File: src/rtl/alu_uart_interface_if.sv
// Signal bundle between the UART/ALU bridge and its surroundings.
// The slave modport is the bridge's view; master is the driving side.
interface alu_uart_interface_if #(
    parameter int NB_DATA = 8,
    parameter int NB_OP   = 6
);
    logic [NB_DATA-1:0] i_rx_data;
    logic               i_rx_done;
    logic               i_tx_done;
    logic [NB_DATA-1:0] i_alu_result;
    logic               i_alu_overflow;
    logic               i_alu_zero;
    logic [NB_DATA-1:0] o_data_a;
    logic [NB_DATA-1:0] o_data_b;
    logic [NB_OP-1:0]   o_operation_code;
    logic [NB_DATA-1:0] o_tx_data;
    logic               o_tx_start;
    logic               o_busy;

    modport slave (
        input  i_rx_data, i_rx_done, i_tx_done,
        input  i_alu_result, i_alu_overflow, i_alu_zero,
        output o_data_a, o_data_b, o_operation_code,
        output o_tx_data, o_tx_start, o_busy
    );

    modport master (
        output i_rx_data, i_rx_done, i_tx_done,
        output i_alu_result, i_alu_overflow, i_alu_zero,
        input  o_data_a, o_data_b, o_operation_code,
        input  o_tx_data, o_tx_start, o_busy
    );
endinterface

File: src/rtl/alu_uart_interface.sv
// UART-to-ALU bridge: collects A, B and op bytes, lets the ALU settle for
// one cycle, then returns the result byte followed by the flags byte.
module alu_uart_interface #(
    parameter int          NB_DATA        = 8,
    parameter int          NB_OP          = 6,
    parameter int unsigned TIMEOUT_CYCLES = 1000000
) (
    input  logic                 i_clk,
    input  logic                 i_rst_n,
    alu_uart_interface_if.slave  bus
);

    localparam int          CW_RAW       = $clog2(TIMEOUT_CYCLES + 1);
    localparam int          CW           = (CW_RAW < 1) ? 1 : CW_RAW;
    localparam int unsigned TIMEOUT_LAST = (TIMEOUT_CYCLES != 0) ? TIMEOUT_CYCLES - 1 : 0;
    localparam logic [CW-1:0] LIMIT      = CW'(TIMEOUT_LAST);

    typedef enum logic [2:0] {
        WAIT_A,
        WAIT_B,
        WAIT_OP,
        EXEC,
        SEND_RES,
        WAIT_RES,
        SEND_FLG,
        WAIT_FLG
    } state_t;

    state_t             state_q;
    state_t             state_d;
    logic [CW-1:0]      cnt_q;
    logic               timeout_hit;
    logic               collecting;
    logic [NB_DATA-1:0] data_a_q;
    logic [NB_DATA-1:0] data_b_q;
    logic [NB_OP-1:0]   op_q;
    logic [NB_DATA-1:0] tx_data_q;
    logic [NB_DATA-1:0] flags_q;
    logic               tx_start_q;

    assign collecting  = (state_q == WAIT_B) || (state_q == WAIT_OP);
    // Expiry is flagged on the last idle cycle so the return to WAIT_A lands
    // exactly TIMEOUT_CYCLES idle cycles after the previous accepted byte.
    assign timeout_hit = (TIMEOUT_CYCLES != 0) && (cnt_q == LIMIT);

    // State register.
    always_ff @(posedge i_clk or negedge i_rst_n) begin
        if (!i_rst_n) state_q <= WAIT_A;
        else          state_q <= state_d;
    end

    // Next-state logic; a byte arriving on the expiry cycle takes priority.
    always_comb begin
        state_d = state_q;
        case (state_q)
            WAIT_A:   if (bus.i_rx_done) state_d = WAIT_B;
            WAIT_B:   if (bus.i_rx_done) state_d = WAIT_OP;
                      else if (timeout_hit) state_d = WAIT_A;
            WAIT_OP:  if (bus.i_rx_done) state_d = EXEC;
                      else if (timeout_hit) state_d = WAIT_A;
            EXEC:     state_d = SEND_RES;
            SEND_RES: state_d = WAIT_RES;
            WAIT_RES: if (bus.i_tx_done) state_d = SEND_FLG;
            SEND_FLG: state_d = WAIT_FLG;
            WAIT_FLG: if (bus.i_tx_done) state_d = WAIT_A;
            default:  state_d = WAIT_A;
        endcase
    end

    // Inter-byte idle counter, only running while operands are being collected.
    always_ff @(posedge i_clk or negedge i_rst_n) begin
        if (!i_rst_n) begin
            cnt_q <= '0;
        end else if ((TIMEOUT_CYCLES != 0) && collecting && !bus.i_rx_done && !timeout_hit) begin
            cnt_q <= cnt_q + CW'(1);
        end else begin
            cnt_q <= '0;
        end
    end

    // Operand capture, result/flag latching and transmit request generation.
    // tx_data_q doubles as the latched result, so the byte on o_tx_data is
    // loaded on the same edge that raises o_tx_start.
    always_ff @(posedge i_clk or negedge i_rst_n) begin
        if (!i_rst_n) begin
            data_a_q   <= '0;
            data_b_q   <= '0;
            op_q       <= '0;
            tx_data_q  <= '0;
            flags_q    <= '0;
            tx_start_q <= 1'b0;
        end else begin
            tx_start_q <= 1'b0;
            case (state_q)
                WAIT_A:  if (bus.i_rx_done) data_a_q <= bus.i_rx_data;
                WAIT_B:  if (bus.i_rx_done) data_b_q <= bus.i_rx_data;
                WAIT_OP: if (bus.i_rx_done) op_q <= bus.i_rx_data[NB_OP-1:0];
                EXEC: begin
                    tx_data_q  <= bus.i_alu_result;
                    flags_q    <= {{(NB_DATA-2){1'b0}}, bus.i_alu_overflow, bus.i_alu_zero};
                    tx_start_q <= 1'b1;
                end
                WAIT_RES: begin
                    if (bus.i_tx_done) begin
                        tx_data_q  <= flags_q;
                        tx_start_q <= 1'b1;
                    end
                end
                default: ;
            endcase
        end
    end

    assign bus.o_data_a         = data_a_q;
    assign bus.o_data_b         = data_b_q;
    assign bus.o_operation_code = op_q;
    assign bus.o_tx_data        = tx_data_q;
    assign bus.o_tx_start       = tx_start_q;
    assign bus.o_busy           = (state_q != WAIT_A);

endmodule

File: src/flat_wrapper.sv
// flat-port wrapper written by rule: the top's interface ports become plain ports
module alu_uart_interface_flat 
#(
    parameter int          NB_DATA        = 8,
    parameter int          NB_OP          = 6,
    parameter int unsigned TIMEOUT_CYCLES = 1000000
)
  (i_clk, i_rst_n, bus_i_rx_data, bus_i_rx_done, bus_i_tx_done, bus_i_alu_result, bus_i_alu_overflow, bus_i_alu_zero, bus_o_data_a, bus_o_data_b, bus_o_operation_code, bus_o_tx_data, bus_o_tx_start, bus_o_busy);
  alu_uart_interface_if #(.NB_DATA(NB_DATA), .NB_OP(NB_OP)) bus_i ();
  input  logic i_clk;
  input  logic i_rst_n;
  input wire logic [$bits(bus_i.i_rx_data)-1:0] bus_i_rx_data;
  input wire logic [$bits(bus_i.i_rx_done)-1:0] bus_i_rx_done;
  input wire logic [$bits(bus_i.i_tx_done)-1:0] bus_i_tx_done;
  input wire logic [$bits(bus_i.i_alu_result)-1:0] bus_i_alu_result;
  input wire logic [$bits(bus_i.i_alu_overflow)-1:0] bus_i_alu_overflow;
  input wire logic [$bits(bus_i.i_alu_zero)-1:0] bus_i_alu_zero;
  output wire logic [$bits(bus_i.o_data_a)-1:0] bus_o_data_a;
  output wire logic [$bits(bus_i.o_data_b)-1:0] bus_o_data_b;
  output wire logic [$bits(bus_i.o_operation_code)-1:0] bus_o_operation_code;
  output wire logic [$bits(bus_i.o_tx_data)-1:0] bus_o_tx_data;
  output wire logic [$bits(bus_i.o_tx_start)-1:0] bus_o_tx_start;
  output wire logic [$bits(bus_i.o_busy)-1:0] bus_o_busy;
  assign bus_i.i_rx_data = bus_i_rx_data;
  assign bus_i.i_rx_done = bus_i_rx_done;
  assign bus_i.i_tx_done = bus_i_tx_done;
  assign bus_i.i_alu_result = bus_i_alu_result;
  assign bus_i.i_alu_overflow = bus_i_alu_overflow;
  assign bus_i.i_alu_zero = bus_i_alu_zero;
  assign bus_o_data_a = bus_i.o_data_a;
  assign bus_o_data_b = bus_i.o_data_b;
  assign bus_o_operation_code = bus_i.o_operation_code;
  assign bus_o_tx_data = bus_i.o_tx_data;
  assign bus_o_tx_start = bus_i.o_tx_start;
  assign bus_o_busy = bus_i.o_busy;
  alu_uart_interface #(.NB_DATA(NB_DATA), .NB_OP(NB_OP), .TIMEOUT_CYCLES(TIMEOUT_CYCLES)) u_core (.i_clk(i_clk), .i_rst_n(i_rst_n), .bus(bus_i));
endmodule
File: config.mk
export PLATFORM = sky130hd
export DESIGN_NAME = alu_uart_interface_flat
export DESIGN_NICKNAME = d
export VERILOG_FILES = /design/src/rtl/alu_uart_interface_if.sv /design/src/rtl/alu_uart_interface.sv /design/src/flat_wrapper.sv
export SDC_FILE = /design/constraint.sdc
export NUM_CORES = 1
export LEC_CHECK = 0
export ABC_AREA = 1
export CORE_ASPECT_RATIO = 0.9
export CORE_UTILIZATION = 57
export CTS_BUF_LIST = sky130_fd_sc_hd__clkbuf_2 sky130_fd_sc_hd__clkbuf_4 sky130_fd_sc_hd__clkbuf_8
export CTS_CLUSTER_SIZE = 8
export DETAILED_ROUTE_END_ITERATION = 6
export PLACE_DENSITY_LB_ADDON = 0.3
export RECOVER_POWER = 25
export SYNTH_ARGS = -nofsm -noshare
export SYNTH_HDL_FRONTEND = slang
export SYNTH_SLANG_ARGS = --single-unit
export TNS_END_PERCENT = 5
File: constraint.sdc
create_clock -name i_clk -period 3.16 [get_ports i_clk]
set_input_delay 0.632 -clock i_clk [delete_from_list [all_inputs] [get_ports i_clk]]
set_output_delay 0.632 -clock i_clk [all_outputs]
set_load 0.1 [all_outputs]
==> run_results.csv <==
group,metric,value,unit
outcome,run_status,"complete, no violations",
grt,grt_pass1_vias,1939,
place,place_congestion,0.944,
critical_path,start_kind,"flop",
critical_path,worst_setup_path_end_kind,"output port",
critical_path,crit_fanout,14,
floorplanning,die_height,66.4,um
floorplanning,row_count,23,
sta,relSlewSlack,11.9,%
synth,syn_inst,319,
sta,drv_slew,0,
critical_path,cp_num_buf_inv,2,
finish,diodes,0,
synth,synth-simple-area-share,27.5,%
cts,cts_setup_buffers,0,
place,numPortBuffers,53,
floorplanning,core,0.00443,sq mm
sta,rsz0062_at_grt,"no",
cts,cts_buffer_depth,2,
cts,cts_tree,"built",
synth,synth_top_family_by_area,"simple AND/OR/NAND/NOR gates",
synth,synth-compound-area-share,7.53,%
cts,cts.sinks,56,
grt,grt_start_max_net_pins,57,
sta,tightest_slew,1320,ps
synth,synth_fp_nets,342,
cts,clkLatencyLatePin,310,ps
cts,cts_buffers,5,
grt,antenna_found_initial,0,
place,dp_slack,1000,ps
critical_path,critical_path_required,2530,ps
cts,htree_levels,2,
routing,antenna_left,0,
critical_path,slowest_stage,"dfrtp_1",
routing,via_per_inst,5.08,
run,maxCapViolations,0,
routing,dr.pass1.iters,4,
cts,clk_pin_slew,100,ps
finish,nets,396,
routing,drt_iter0_drc,226,
sta,fmax,470,MHz
critical_path,crit_family,"buffers and inverters",
sta,fin_skew,5.55,ps
grt,grt_pass1_wl,8710,um
sta,fin_crit_sh,67.3,%
sta,holdWs,473,ps
routing,drc,0,
sta,setup_viol,0,
finish,synthToLayoutAreaGrowth,21.5,%
sta,finalHoldViolCount,0,
floorplanning,initial_core_util,59.3,%
grt,grtUsageTotal,23.4,%
cts,hold_buffers,0,
finish,drive_gt1_share,14.4,%
sta,period_needed,2130,ps
synth,synth-seq-cells,56,
floorplanning,fp.dieW,73.6,um
critical_path,path_class,"reg -> out",
routing,wl_per_cell,12.0,um
synth,synth_mux_area_share,0.858,%
synth,synthDistinctLibCells,26,
sta,fin_setup_tns,0,ps
synth,synth_xor_area_share,3.00,%
routing,vias,2213,
sta,layout_setup_ws,1030,ps
synth,synthAdderAreaFrac,0.476,%
synth,synth_area_per_cell,8.23,sq um
critical_path,max_stage_delay,450,ps
place,dp_hpwl,3700,um
critical_path,crit_arrival,1500,ps
floorplanning,dieArea,0.00488,sq mm
floorplanning,io_pins,54,
synth,ys_seq_area_share,53.4,%
routing,drt_wl_total,5210,um
critical_path,crit_chain,"inv_1 > nand2_1 > buf_4",
cts,cts_resized,0,
cts,cts-root-buf,"clkbuf_8",
grt,overflow,0,
synth,synth_warnings,0,
synth,syn_area,0.00263,sq mm
worst_hold_path,hp-class,"reg -> reg",
==> synthesized netlist by cell type, drive strengths merged <==
cell type	instances	share of area [%]
nand3b	2	0.57
nand2	82	12
xnor2	4	1.3
a31oi	2	0.48
dfrtp	56	53
buf	7	2.0
nor2	55	8.5
nand3	24	4.6
o21ai	32	6.2
o211ai	1	0.29
mux2	2	0.86
a21oi	2	0.52
nand4	4	0.95
inv	37	5.3
ha	1	0.48
xor2	5	1.7
nor3	3	0.57
==> path summary, 6_finish.rpt <==
| check | start | cells after the start | slack (ps) | end |
|---|---|---|---|---|
| worst max-delay path | u_core.state_q[2] | 3 | 1030 | bus_o_busy |
| worst min-delay path | u_core.cnt_q[0] | 1 | 470 | u_core.cnt_q[0] |
| worst max register to register | u_core.state_q[2] | 3 | 1320 | u_core.bus.o_data_b[0] |
| worst min register to register | u_core.cnt_q[0] | 1 | 470 | u_core.cnt_q[0] |
| max in group asynchronous | i_rst_n | 2 | 1680 | u_core.cnt_q[19] |
| min in group asynchronous | i_rst_n | 2 | 690 | u_core.cnt_q[11] |
==> routing by layer <==
metal | GRT usage (%) | vias to the layer above | wire length (um)
met5 | 0 | - | 0
met4 | 7.93 | 0 | 56
met3 | 6.10 | 6 | 305
met2 | 35.8 | 64 | 2390
met1 | 32.3 | 1037 | 2460
li1 | - | 1106 | -
==> stage by stage <==
stage               std cells  util [%]  instance area (sq um)
global placement          428      70.0                   3100
global route              436      72.0                   3190
finish                    436      72.0                   3190
floorplan                 319         -                   2630
detailed placement        428      70.0                   3100
CTS                       436      72.1                   3190
==> sequential cells by signal (all words and copies together) (netlist names) <==
register                     cells
u_core.flags_q                   2
u_core.state_q                   3
u_core.cnt_q                    20
u_core.bus.o_data_b              8
u_core.bus.o_data_a              8
u_core.bus.o_tx_data             8
u_core.bus.o_operation_code      6
u_core.bus.o_tx_start            1
==> logic make-up after synthesis <==
logic type,count (synthesis)
buffers and inverters,44
AOI/OAI and AO/OA,37
and+or+nand+nor,170
adders and majority gates,1
muxes,2
xor gates and xnor gates,9
DFF,56
==> layout make-up <==
| cell class | count | area (sq um) |
|---|---|---|
| clock inverter | 3 | 21.3 |
| clock buffer | 5 | 68.8 |
| tap | 62 | 77.6 |
| timing repair buffer | 54 | 450 |
| fill | 363 | 1240 |
| sequential | 56 | 1400 |
| multi-input combinational | 219 | 1030 |
| inverter | 37 | 139 |
==> worst reg2reg max path: stages, from the launching register on <==
cell and delay, ps:
dfrtp_1 450, inv_1 370, nand4_1 560, o21ai_0 360
==> cells in the final DEF (no fill, tap or decap), drive strengths merged <==
master / instances
a21oi: 2
a31oi: 2
buf: 33
clkbuf: 6
clkdlybuf4s50: 20
clkinv: 1
clkinvlp: 1
dfrtp: 56
ha: 1
inv: 38
mux2: 2
nand2: 82
nand3: 24
nand3b: 2
nand4: 4
nor2: 55
nor3: 3
o211ai: 1
o21ai: 32
xnor2: 4
xor2: 5
Power is left out: the tool's default activity adds up to more than one toggle a clock period on the data nets, which glitch-free logic cannot reach.
